==> config.mk <==
export PLATFORM = sky130hd
export DESIGN_NAME = muldiv_unit
export DESIGN_NICKNAME = d
export VERILOG_FILES = /design/src/rtl/muldiv_unit.sv
export SDC_FILE = /design/constraint.sdc
export NUM_CORES = 2
export LEC_CHECK = 0
export CAP_MARGIN = 20
export CORE_MARGIN = 10
export CORE_UTILIZATION = 55
export DETAILED_ROUTE_END_ITERATION = 7
export PLACE_DENSITY_LB_ADDON = 0.3
export SLEW_MARGIN = 20
export SYNTH_ARGS = -nofsm -noshare
export SYNTH_HDL_FRONTEND = slang
export SYNTH_SLANG_ARGS = --single-unit
==> constraint.sdc <==
create_clock -name clka -period 7.5 [get_ports clka]
set_input_delay 2.25 -clock clka [delete_from_list [all_inputs] [get_ports clka]]
set_output_delay 2.25 -clock clka [all_outputs]
set_load 0.03 [all_outputs]
==> src/rtl/muldiv_unit.sv <==
// Multi-cycle multiply/divide unit producing HI/LO for mult, multu, div and divu.
// Holds a stall request while an operation is in flight; supports flush abort.
module muldiv_unit #(
    parameter int unsigned WIDTH      = 32,
    parameter int unsigned MUL_CYCLES = 1
) (
    input  logic             clka,
    input  logic             rst,
    input  logic             start,
    input  logic [1:0]       op,
    input  logic [WIDTH-1:0] a,
    input  logic [WIDTH-1:0] b,
    input  logic             flush,
    output logic             busy,
    output logic             done,
    output logic             stall_req,
    output logic [WIDTH-1:0] hi,
    output logic [WIDTH-1:0] lo,
    output logic             div_by_zero
);

    localparam int unsigned CntMax = (MUL_CYCLES > WIDTH) ? MUL_CYCLES : WIDTH;
    localparam int unsigned CntW   = $clog2(CntMax + 1);

    typedef enum logic [2:0] {StIdle, StMul, StDiv, StSign, StDone} state_e;

    state_e               state_q, state_d;
    logic [CntW-1:0]      cnt_q, cnt_d;
    logic [2*WIDTH-1:0]   prod_q, prod_d;
    logic [WIDTH-1:0]     quo_q, quo_d;
    logic [WIDTH-1:0]     rem_q, rem_d;
    logic [WIDTH-1:0]     dvs_q, dvs_d;
    logic                 neg_q, neg_d;
    logic                 rem_neg_q, rem_neg_d;
    logic [WIDTH-1:0]     hi_q, hi_d;
    logic [WIDTH-1:0]     lo_q, lo_d;
    logic                 dbz_q, dbz_d;

    logic                 is_signed;
    logic [2*WIDTH-1:0]   a_ext, b_ext, product;
    logic [WIDTH-1:0]     abs_a, abs_b;
    logic [WIDTH:0]       rem_shift, diff;
    logic                 fits;

    // op[0] clear selects the signed variants (mult, div).
    assign is_signed = ~op[0];
    assign a_ext     = {{WIDTH{is_signed & a[WIDTH-1]}}, a};
    assign b_ext     = {{WIDTH{is_signed & b[WIDTH-1]}}, b};
    assign product   = a_ext * b_ext;
    assign abs_a     = (is_signed & a[WIDTH-1]) ? -a : a;
    assign abs_b     = (is_signed & b[WIDTH-1]) ? -b : b;

    // Restoring step: shift in the next dividend bit, subtract if it fits.
    assign rem_shift = {rem_q, quo_q[WIDTH-1]};
    assign diff      = rem_shift - {1'b0, dvs_q};
    assign fits      = ~diff[WIDTH];

    always_comb begin
        state_d   = state_q;
        cnt_d     = cnt_q;
        prod_d    = prod_q;
        quo_d     = quo_q;
        rem_d     = rem_q;
        dvs_d     = dvs_q;
        neg_d     = neg_q;
        rem_neg_d = rem_neg_q;
        hi_d      = hi_q;
        lo_d      = lo_q;
        dbz_d     = dbz_q;
        case (state_q)
            StIdle: begin
                if (start && !flush) begin
                    if (!op[1]) begin
                        prod_d  = product;
                        cnt_d   = CntW'(MUL_CYCLES);
                        state_d = StMul;
                    end else if (b == '0) begin
                        hi_d    = a;
                        lo_d    = '1;
                        dbz_d   = 1'b1;
                        state_d = StDone;
                    end else begin
                        quo_d     = abs_a;
                        rem_d     = '0;
                        dvs_d     = abs_b;
                        neg_d     = is_signed & (a[WIDTH-1] ^ b[WIDTH-1]);
                        rem_neg_d = is_signed & a[WIDTH-1];
                        cnt_d     = CntW'(WIDTH);
                        state_d   = StDiv;
                    end
                end
            end
            StMul: begin
                if (flush) begin
                    state_d = StIdle;
                end else begin
                    cnt_d = cnt_q - CntW'(1);
                    if (cnt_q == CntW'(1)) begin
                        hi_d    = prod_q[2*WIDTH-1:WIDTH];
                        lo_d    = prod_q[WIDTH-1:0];
                        dbz_d   = 1'b0;
                        state_d = StDone;
                    end
                end
            end
            StDiv: begin
                if (flush) begin
                    state_d = StIdle;
                end else begin
                    rem_d = fits ? diff[WIDTH-1:0] : rem_shift[WIDTH-1:0];
                    quo_d = {quo_q[WIDTH-2:0], fits};
                    cnt_d = cnt_q - CntW'(1);
                    if (cnt_q == CntW'(1)) begin
                        state_d = StSign;
                    end
                end
            end
            StSign: begin
                if (flush) begin
                    state_d = StIdle;
                end else begin
                    hi_d    = rem_neg_q ? -rem_q : rem_q;
                    lo_d    = neg_q ? -quo_q : quo_q;
                    dbz_d   = 1'b0;
                    state_d = StDone;
                end
            end
            StDone:  state_d = StIdle;
            default: state_d = StIdle;
        endcase
    end

    always_ff @(posedge clka or negedge rst) begin
        if (!rst) begin
            state_q   <= StIdle;
            cnt_q     <= '0;
            prod_q    <= '0;
            quo_q     <= '0;
            rem_q     <= '0;
            dvs_q     <= '0;
            neg_q     <= 1'b0;
            rem_neg_q <= 1'b0;
            hi_q      <= '0;
            lo_q      <= '0;
            dbz_q     <= 1'b0;
        end else begin
            state_q   <= state_d;
            cnt_q     <= cnt_d;
            prod_q    <= prod_d;
            quo_q     <= quo_d;
            rem_q     <= rem_d;
            dvs_q     <= dvs_d;
            neg_q     <= neg_d;
            rem_neg_q <= rem_neg_d;
            hi_q      <= hi_d;
            lo_q      <= lo_d;
            dbz_q     <= dbz_d;
        end
    end

    assign busy        = (state_q == StMul) || (state_q == StDiv) || (state_q == StSign);
    assign done        = (state_q == StDone);
    assign stall_req   = rst & (busy | ((state_q == StIdle) & start & ~flush));
    assign hi          = hi_q;
    assign lo          = lo_q;
    assign div_by_zero = dbz_q;

endmodule

==> results.py <==
metrics = {
    "timing": {
        "finalHoldViolations": 0,
        "worst_clk_skew_ns": 0.0231,
        "tightest_slew_ns": 1.09,
        "period_needed_ns": 9.27,
        "share_of_the_clock_period_used_by_the_worst_path_pct": 124,
        "postLayoutSetupSlackWorst_ns": -1.77,
        "maxClockFrequency_ghz": 0.108,
        "unrepaired_setup_endpoints_after_global_routing": "true",
        "fin_tns_setup_ns": -68.02,
        "timing.max_slew.rel_slack_pct": 27.3,
        "finalSetupViolations": 51,
        "timing.final.max_slew_violations": 0,
    },
    "cells_and_area": {
        "final-seq-area_um2": 5910,
        "finish.utilization_pct": 68.6,
        "area_delta_synth_final_pct": 23.2,
        "post_route_cells_drive_above_1_share_pct": 19.1,
        "final_nets": 7887,
        "fill_cells": 6921,
        "post-route-cell-area_um2": 64300,
        "multi_input_area_um2": 42700,
    },
    "yosys": {
        "syn-instance-count": 5933,
        "yosysUniqueCellTypes": 80,
        "postSynth.topFlopCell": "sky130_fd_sc_hd__dfrtp_1",
        "syn_area_per_cell_um2": 8.80,
        "synth_edf_count": 0,
        "synthArstFlopShare_pct": 100,
        "ys_seq_area_share_pct": 11.3,
        "synth_fp_nets": 7380,
        "yosys_warnings": 0,
        "synth.ff_latch_count": 236,
        "synth_area_um2": 52200,
    },
    "cts": {
        "path_clk_slew_ns": 0.06,
        "tritoncts.num_buffers": 26,
        "hold_buffers": 0,
        "cts_max_level": 1,
        "clk-insertion-delay-late_ns": 0.57,
        "cts.root.buffer_cell": "sky130_fd_sc_hd__clkbuf_16",
        "maximum_number_of_buffers_from_clock_root_to_sink": 3,
        "tritoncts_clock_tree": "yes",
        "numClockSinks": 236,
    },
    "hold_path": {
        "min_path_type": "flop to flop",
        "hold_path_stages": 2,
    },
    "routing": {
        "num_vias": 44700,
        "dr.first_iter.drc_count": 4236,
        "drt_pass1_iterations": 6,
        "route.antenna.remaining_nets": 0,
        "route.detailed.wl_per_inst_um": 24.0,
        "totalWireLength_um": 185000,
        "wl_met3_um": 21500,
        "met1Wirelength_um": 65500,
        "post-route-drc-count": 0,
        "routed_via_density": 5.79,
        "met2_wire_length_um": 83400,
        "top_layer": "met5",
    },
    "worst_setup_path": {
        "timing.critical_path.depth": 32,
        "worst_ep_arrival_time_ns": 9.71,
        "type_of_destination_of_the_critical_path": "flop",
        "r2r_cells": 13,
        "worst_path_buffer_plus_inverter_count": 13,
        "worstPathMaxFanout": 6,
        "critical_path.most_common_cell": "sky130_fd_sc_hd__fa_1",
        "startpoint_type": "input port",
        "critical_path.slowest_cell": "sky130_fd_sc_hd__fa_1",
        "timing.setup.critical_path_class": "input port to flop",
        "crit_path_max_incr_delay_ns": 0.54,
        "worstPathRequired_ns": 7.94,
        "critical-path-top-delay-family": "adder cells",
    },
    "grt": {
        "antenna_violations_before_repair": 7,
        "grt_max_degree": 95,
        "first_pass_grt_wire_length_um": 275000,
        "grt_usage_pct": 33.3,
        "grt_overflow": 0,
        "first_global_vias": 46700,
    },
    "floorplan": {
        "dieWidth_um": 328,
        "floorplan.core_area_um2": 93700,
        "std_cell_rows": 112,
        "i_o_pin_cnt": 138,
        "dieArea_um2": 108000,
        "vertical_die_dimension_um": 328,
        "floorplan.initialDensity_pct": 55.7,
    },
    "placed_design": {
        "postPlaceCellArea_um2": 59300,
        "place_congestion": 0.974,
        "dp_hpwl_um": 136000,
        "io_buffers": 137,
    },
    "run_status": {
        "outcome": "complete, but fails checks",
        "violations": "negative setup slack",
    },
    "run": {
        "max-cap-violations": 0,
    },
}
[worst min-delay path: cells and delay by family, from the launching register on]
kind	cells	cell delay [ns]
DFF	1	0.34
and+or+nand+nor	2	0.09
[layout make-up]
type,instances,area share (%)
antenna,4,0.0156
clock buffer,40,1.25
clock inverter,5,0.195
inverter,1162,6.81
multi-input combinational,4163,66.3
sequential,236,9.19
tap,1254,2.44
timing repair buffer,851,13.8
[cells in the final DEF (no fill, tap or decap), types with 37 or more instances in the layout]
cell type and count:
sky130_fd_sc_hd__ha_1 199, sky130_fd_sc_hd__buf_12 97, sky130_fd_sc_hd__inv_1 1085, sky130_fd_sc_hd__xor2_1 113, sky130_fd_sc_hd__buf_4 509, sky130_fd_sc_hd__fa_1 1061
sky130_fd_sc_hd__o21ai_0 156, sky130_fd_sc_hd__and2_1 318, sky130_fd_sc_hd__clkdlybuf4s50_1 74, sky130_fd_sc_hd__a21oi_1 183, sky130_fd_sc_hd__mux2i_1 37, sky130_fd_sc_hd__o21ai_1 96
sky130_fd_sc_hd__fa_2 65, sky130_fd_sc_hd__nand2_1 992, sky130_fd_sc_hd__buf_6 97, sky130_fd_sc_hd__a21o_1 42, sky130_fd_sc_hd__inv_2 71, sky130_fd_sc_hd__xnor2_1 93
sky130_fd_sc_hd__nor2_1 219, sky130_fd_sc_hd__dfrtp_1 235, sky130_fd_sc_hd__ha_4 51
[registers in the layout, summed over array words and instances (netlist names)]
register	flops
state_q	3
neg_q	1
lo	32
quo_q	32
rem_q	32
rem_neg_q	1
cnt_q	6
div_by_zero	1
prod_q	64
hi	32
dvs_q	32
[worst paths after layout]
check	slack, ns	start	to
max	-1.77	b[1]	prod_q[63]
min	0.47	lo[24]	lo[24]
max reg2reg	3.36	quo_q[31]	rem_q[22]
min reg2reg	0.47	lo[24]	lo[24]
max in group asynchronous	3.86	rst	dvs_q[24]
min in group asynchronous	1.58	rst	hi[12]
[cells in the mapped netlist, types with 33 or more instances]
library cell / instances / share of area [%]
sky130_fd_sc_hd__inv_1: 1159 / 8.3
sky130_fd_sc_hd__fa_1: 1126 / 43
sky130_fd_sc_hd__nand2_1: 1017 / 7.3
sky130_fd_sc_hd__and2_1: 353 / 4.2
sky130_fd_sc_hd__clkbuf_1: 296 / 2.1
sky130_fd_sc_hd__ha_1: 251 / 6.0
sky130_fd_sc_hd__dfrtp_1: 236 / 11
sky130_fd_sc_hd__nor2_1: 236 / 1.7
sky130_fd_sc_hd__a21oi_1: 211 / 2.0
sky130_fd_sc_hd__o21ai_0: 208 / 2.0
sky130_fd_sc_hd__xor2_1: 118 / 2.0
sky130_fd_sc_hd__xnor2_1: 101 / 1.7
sky130_fd_sc_hd__o21ai_1: 63 / 0.60
sky130_fd_sc_hd__buf_1: 54 / 0.39
sky130_fd_sc_hd__a21o_1: 42 / 0.60
sky130_fd_sc_hd__a211oi_1: 37 / 0.53
sky130_fd_sc_hd__mux2i_1: 37 / 0.71
sky130_fd_sc_hd__nor3_1: 37 / 0.35
sky130_fd_sc_hd__nand3_1: 33 / 0.32
[through the flow]
stage | instances | hold WS [ns] | setup WS, ns
3_3_place_gp | 7514 | 0.453 | -2.82
6_report | 7715 | 0.466 | -1.77
3_5_place_dp | 7514 | 0.461 | -2.94
4_1_cts | 7662 | 0.474 | -1.62
5_1_grt | 7711 | 0.498 | -1.87
2_1_floorplan | 5933 | 0.440 | -2.23
[cells by family after synthesis]
| group | share of synthesized area (%) |
|---|---|
| AO/OA/AOI/OAI | 8.11 |
| XOR/XNOR | 3.67 |
| adder cells (fa/ha/maj) | 49.2 |
| buffers and inverters | 11.2 |
| flip-flops | 11.3 |
| multiplexers | 0.882 |
| AND/OR/NAND/NOR | 15.7 |
[metal layers]
| metal | track usage [%] | up-vias |
|---|---|---|
| met3 | 7.67 | 706 |
| li1 | - | 18900 |
| met5 | 0 | - |
| met2 | 52.2 | 2618 |
| met1 | 41.8 | 22500 |
| met4 | 20.4 | 12 |
[timing repair]
item,in CTS,in global routing
cloned,18,8
pin swaps,187,210
setup endpoints to repair,53,52
gates resized for setup,478,267
buffers inserted,95,49
Power is left out: the tool's default activity adds up to more than one toggle a clock period on the data nets, which glitch-free logic cannot reach.
